[src/rtl/dbg_bus_master.sv]
// Debug bus initiator: parses CMD/ADDR/DATA byte frames into single 32-bit
// sel/we/ready bus transactions and returns ack, read data or error bytes.
//
// state | meaning
// IDLE  | waiting for a command byte
// ADDR  | collecting 4 address bytes, LSB first
// DATA  | collecting 4 write-data bytes, LSB first
// BUS   | bus_sel held until bus_ready or timeout
// RESP  | streaming response byte(s) out on tx
module dbg_bus_master #(
  parameter int unsigned TIMEOUT_CYCLES = 255,
  parameter logic [7:0]  ACK_BYTE       = 8'hA5,
  parameter logic [7:0]  ERR_TIMEOUT    = 8'hEE,
  parameter logic [7:0]  ERR_CMD        = 8'hEF
) (
  input  logic        clk,
  input  logic        reset,
  input  logic [7:0]  rx_data,
  input  logic        rx_valid,
  output logic        rx_ready,
  output logic [7:0]  tx_data,
  output logic        tx_valid,
  input  logic        tx_ready,
  output logic        bus_sel,
  output logic        bus_we,
  output logic [31:0] bus_addr,
  output logic [31:0] bus_wdata,
  input  logic [31:0] bus_rdata,
  input  logic        bus_ready,
  output logic        busy
);

  localparam int unsigned TW = $clog2(TIMEOUT_CYCLES + 1);
  localparam logic [TW-1:0] TMO_LAST = TW'(TIMEOUT_CYCLES);
  localparam logic [7:0] CMD_WR = 8'h01;
  localparam logic [7:0] CMD_RD = 8'h02;

  typedef enum logic [2:0] {
    S_IDLE,
    S_ADDR,
    S_DATA,
    S_BUS,
    S_RESP
  } state_t;

  state_t        r_state,     w_state;
  logic [1:0]    r_byte_cnt,  w_byte_cnt;
  logic          r_we,        w_we;
  logic [31:0]   r_addr,      w_addr;
  logic [31:0]   r_wdata,     w_wdata;
  logic          r_sel,       w_sel;
  logic [TW-1:0] r_tmo,       w_tmo;
  logic [7:0]    r_tx_data,   w_tx_data;
  logic          r_tx_valid,  w_tx_valid;
  logic [23:0]   r_resp_buf,  w_resp_buf;
  logic [1:0]    r_resp_left, w_resp_left;
  logic          r_rx_ready,  w_rx_ready;
  logic          r_busy,      w_busy;

  logic          w_rx_acc;
  logic          w_tx_acc;
  logic [TW-1:0] w_tmo_inc;

  assign w_rx_acc  = rx_valid && r_rx_ready;
  assign w_tx_acc  = r_tx_valid && tx_ready;
  assign w_tmo_inc = r_tmo + TW'(1);

  always_comb begin
    w_state     = r_state;
    w_byte_cnt  = r_byte_cnt;
    w_we        = r_we;
    w_addr      = r_addr;
    w_wdata     = r_wdata;
    w_sel       = r_sel;
    w_tmo       = r_tmo;
    w_tx_data   = r_tx_data;
    w_tx_valid  = r_tx_valid;
    w_resp_buf  = r_resp_buf;
    w_resp_left = r_resp_left;

    case (r_state)
      S_IDLE: begin
        if (w_rx_acc) begin
          if (rx_data == CMD_WR || rx_data == CMD_RD) begin
            w_state    = S_ADDR;
            w_we       = (rx_data == CMD_WR);
            w_byte_cnt = 2'd0;
          end else begin
            w_state     = S_RESP;
            w_tx_valid  = 1'b1;
            w_tx_data   = ERR_CMD;
            w_resp_left = 2'd0;
          end
        end
      end
      S_ADDR: begin
        if (w_rx_acc) begin
          w_addr[{r_byte_cnt, 3'b000} +: 8] = rx_data;
          w_byte_cnt = r_byte_cnt + 2'd1;
          if (r_byte_cnt == 2'd3) begin
            if (r_we) begin
              w_state    = S_DATA;
              w_byte_cnt = 2'd0;
            end else begin
              w_state = S_BUS;
              w_sel   = 1'b1;
              w_tmo   = '0;
            end
          end
        end
      end
      S_DATA: begin
        if (w_rx_acc) begin
          w_wdata[{r_byte_cnt, 3'b000} +: 8] = rx_data;
          w_byte_cnt = r_byte_cnt + 2'd1;
          if (r_byte_cnt == 2'd3) begin
            w_state = S_BUS;
            w_sel   = 1'b1;
            w_tmo   = '0;
          end
        end
      end
      S_BUS: begin
        // A ready in the last allowed cycle wins over the timeout.
        if (bus_ready) begin
          w_state     = S_RESP;
          w_sel       = 1'b0;
          w_tx_valid  = 1'b1;
          w_tx_data   = r_we ? ACK_BYTE : bus_rdata[7:0];
          w_resp_buf  = bus_rdata[31:8];
          w_resp_left = r_we ? 2'd0 : 2'd3;
        end else if (w_tmo_inc == TMO_LAST) begin
          w_state     = S_RESP;
          w_sel       = 1'b0;
          w_tx_valid  = 1'b1;
          w_tx_data   = ERR_TIMEOUT;
          w_resp_left = 2'd0;
        end else begin
          w_tmo = w_tmo_inc;
        end
      end
      S_RESP: begin
        if (w_tx_acc) begin
          if (r_resp_left == 2'd0) begin
            w_state    = S_IDLE;
            w_tx_valid = 1'b0;
          end else begin
            w_tx_data   = r_resp_buf[7:0];
            w_resp_buf  = {8'h00, r_resp_buf[23:8]};
            w_resp_left = r_resp_left - 2'd1;
          end
        end
      end
      default: w_state = S_IDLE;
    endcase

    w_rx_ready = (w_state == S_IDLE) || (w_state == S_ADDR) || (w_state == S_DATA);
    w_busy     = (w_state != S_IDLE);
  end

  always_ff @(posedge clk) begin
    if (reset) begin
      r_state     <= S_IDLE;
      r_byte_cnt  <= '0;
      r_we        <= 1'b0;
      r_addr      <= '0;
      r_wdata     <= '0;
      r_sel       <= 1'b0;
      r_tmo       <= '0;
      r_tx_data   <= '0;
      r_tx_valid  <= 1'b0;
      r_resp_buf  <= '0;
      r_resp_left <= '0;
      r_rx_ready  <= 1'b0;
      r_busy      <= 1'b0;
    end else begin
      r_state     <= w_state;
      r_byte_cnt  <= w_byte_cnt;
      r_we        <= w_we;
      r_addr      <= w_addr;
      r_wdata     <= w_wdata;
      r_sel       <= w_sel;
      r_tmo       <= w_tmo;
      r_tx_data   <= w_tx_data;
      r_tx_valid  <= w_tx_valid;
      r_resp_buf  <= w_resp_buf;
      r_resp_left <= w_resp_left;
      r_rx_ready  <= w_rx_ready;
      r_busy      <= w_busy;
    end
  end

  assign rx_ready  = r_rx_ready;
  assign tx_data   = r_tx_data;
  assign tx_valid  = r_tx_valid;
  assign bus_sel   = r_sel;
  assign bus_we    = r_we;
  assign bus_addr  = r_addr;
  assign bus_wdata = r_wdata;
  assign busy      = r_busy;

endmodule

[config.mk]
export PLATFORM = sky130hd
export DESIGN_NAME = dbg_bus_master
export DESIGN_NICKNAME = d
export VERILOG_FILES = /design/src/rtl/dbg_bus_master.sv
export SDC_FILE = /design/constraint.sdc
export NUM_CORES = 1
export LEC_CHECK = 0
export BUFFER_PORTS_ARGS = -buffer_cell sky130_fd_sc_hd__buf_2
export CAP_MARGIN = 30
export CORE_MARGIN = 2
export CORE_UTILIZATION = 48
export CTS_CLUSTER_SIZE = 30
export DETAILED_ROUTE_END_ITERATION = 12
export PLACE_DENSITY = 0.76
export SLEW_MARGIN = 10
export SYNTH_ARGS = -nofsm -noshare
export SYNTH_HDL_FRONTEND = slang
export SYNTH_SLANG_ARGS = --single-unit
[constraint.sdc]
create_clock -name clk -period 2.25 [get_ports clk]
set_input_delay 0.1125 -clock clk [delete_from_list [all_inputs] [get_ports clk]]
set_output_delay 0.1125 -clock clk [all_outputs]
set_load 0.01 [all_outputs]
==> reports/results.ini <==
[drt]
ant_nets=0
drc=0
avgRoutedWirePerCell_um=15.6
avgViaCountPerCell=5.52
vias=5185
finalWirelength_um=14700
firstDrtPassIters=5
drtIter0Drc=301

[sta]
finalCriticalPeriod_ps=2190
layout_worst_path_cycle_share=0.974
max_slew_margin=0.448
worstMarginPinSlew_ps=828
finalClockSkew_ps=10.9
rsz0062_at_grt=yes
setup_viol=0
max_freq_mhz=456
hold_viol_final=0
drv_slew=0

[grt]
grt_pass1_vias=4969
grt_overflow_total=0
track_usage=0.261
grt_pass1_wl_um=23600
grt_max_degree=104
antenna_found_initial=0

[setup_path]
worstPathCellList=nand4_1 > or3_1 > a221o_1 > a311oi_4 > buf_12 > o211ai_1 > o211a_1
cp_data_arrival_time_ps=2600
crit_required_ps=2660
critPathLaunchType=register
worst_setup_path_end_kind=register
cp_max_fo=16
critPathSlowestCell=a221o_1
path_class=register to register
cpPeakStageDelay_ps=440

[clock_tree]
ctsRootBufferMaster=clkbuf_8
worstSkewPairLatency_ps=530
htreeDepth=4
cts_tree=done
clockBufferDepth=2
cts_buffers=17
clk_pin_slew_ps=60
cts_sinks=116

[logic_synthesis]
synth_edf_count=0
yosysTopAreaCell=dfxtp_1
syn_nets=684
yosys_warnings=0
yosysSeqAreaShare=0.465
syn_inst=631
synthArstFlopShare=0
syn_area_mm2=0.00500
ys_types=49
syn_avg_cell_area_um2=7.92
synth-main-ff-cell=dfxtp_1
synth.top_cells.by_area=dfxtp_1, nand2_1, a21oi_1
synth_top_area_frac=0.465
ys_ff_latch=116

[placed_design]
hpwlAfterDp_um=9190
port_buffers=121
gp_congestion=0.838
placed_cell_area_mm2=0.00581
place_inst=867

[outcome]
outcome=completed

[floorplanning]
die_y_um=106
ios=122
die_w_um=106
dieArea_mm2=0.0112
rows=37
start_util=0.489
core-area_mm2=0.0102

[pwr]
p_leak_nw=2.77
power_density_mw_per_mm2=772
finalPower_mw=5.31
ir_worst_vdd_v=0.000478

[finish]
seq_area_mm2=0.00233
final_util=0.672
nFillCells=799
area_growth_pct=37.6
final_cells=940
fin_nets=844
drive_gt1_frac=0.248
multiInputGateArea_mm2=0.00246
n_antenna_cell=0
fin_area_mm2=0.00688

[worst_hold_path]
holdCritPathClass=input pin to register

[run]
cap_violations=0

==> cells in the mapped netlist (all sizes together), types with 7 or more instances <==
library cell and instances:
ha 8, clkbuf 44, inv 12, nor2 52
nand2b 9, o21ai 9, a21oi 79, a311oi 17
nor3 7, and2 10, nand2 119, a22oi 9
dfxtp 116, nand3 74
==> state kept, by name (all words and copies together) (netlist names) <==
name,flops
bus_addr,32
bus_sel,1
bus_wdata,32
bus_we,1
busy,1
r_byte_cnt,2
r_resp_buf,24
r_resp_left,2
r_state,3
r_tmo,8
rx_ready,1
tx_data,8
tx_valid,1
==> timing repair <==
item | 4_1_cts | 5_1_grt
endpoints found under the hold margin | 79 | 0
gates resized for setup | 1 | 10
setup endpoints to repair | 8 | 17
buffers inserted | 3 | 2
hold buffers | 35 | 0
cloned | 0 | 0
pin swaps | 1 | 2
==> metal layers <==
metal | wire length (um) | global-route usage | up-vias
met5 | 0 | 0 | -
met4 | 325 | 0.103 | 0
met3 | 1000 | 0.0644 | 35
met2 | 7340 | 0.450 | 217
met1 | 6040 | 0.312 | 2412
li1 | - | - | 2521
==> report_power, final <==
group | total (mW) | leakage, nW | internal [mW] | switching, mW
registers | 2.11 | 0.939 | 2.09 | 0.0222
clock network | 2.79 | 0.289 | 1.76 | 1.03
logic | 0.408 | 1.55 | 0.184 | 0.225
total | 5.31 | 2.77 | 4.03 | 1.28
==> layout by cell type (no fill, tap or decap), types with 3 or more instances in the layout <==
cell and instances:
bufinv_16 3, nand2_1 118, ha_1 7, nor3b_1 4, o221ai_1 5, buf_4 31, clkinvlp_4 4, nand4_1 3
nand2b_1 9, mux2i_1 4, buf_2 121, clkbuf_8 3, a21o_1 4, dlygate4sd3_1 35, dfxtp_1 113, and2_1 10
clkinv_4 4, clkbuf_16 16, a311oi_1 16, a21oi_1 79, a22oi_1 9, o21ai_0 9, o22ai_1 3, nor2b_1 3
nor3_1 7, nand3_1 74, nor2_1 52, inv_1 12
==> cell type report <==
class                   instances  area share
inverters                      12     0.00655
repair buffers                190       0.183
well taps                     136      0.0247
flip-flops and latches        116       0.338
clock buffers                  19      0.0642
clock inverters                13      0.0255
multi-input cells             454       0.358
==> critical path, delay by kind of cell, from the launching register on <==
family / cells / cell delay, ps
buffers and inverters: 1 / 190
and+or+nand+nor: 2 / 460
DFF: 1 / 360
AOI/OAI and AO/OA: 4 / 1070
==> final timing paths <==
| path | start | end | slack (ps) | depth (start not counted) |
|---|---|---|---|---|
| min reg2reg | bus_wdata[19]$_SDFFE_PP0P_ | bus_wdata[19]$_SDFFE_PP0P_ | 450 | 2 |
| max reg2reg | r_tmo[1]$_SDFFE_PP0P_ | r_resp_left[0]$_SDFFE_PP0P_ | 60 | 7 |
| max | r_tmo[1]$_SDFFE_PP0P_ | r_resp_left[0]$_SDFFE_PP0P_ | 60 | 7 |
| min | bus_rdata[1] | tx_data[1]$_SDFFE_PP0P_ | 30 | 5 |
==> stage by stage <==
stage,setup TNS [ps],hold slack (ps),setup slack (ps)
2_1_floorplan,0,273,28.6
3_3_place_gp,0,362,52.1
3_5_place_dp,-127,372,-42.6
4_1_cts,0,15.9,49.0
5_1_grt,-89.7,60.2,-28.7
6_report,0,31.9,59.0
==> logic make-up (layout without fill, tap and decap cells) <==
kind of cell / Yosys count / after routing / share of synthesized area
compound gates: 147 / 147 / 0.191
xor+xnor: 4 / 4 / 0.00701
fa+ha+maj: 8 / 8 / 0.0200
buf+inv: 61 / 234 / 0.0488
flops: 116 / 116 / 0.465
mux: 4 / 4 / 0.00801
simple gates: 291 / 291 / 0.261
Note: power is estimated with default switching activity, not from simulation.
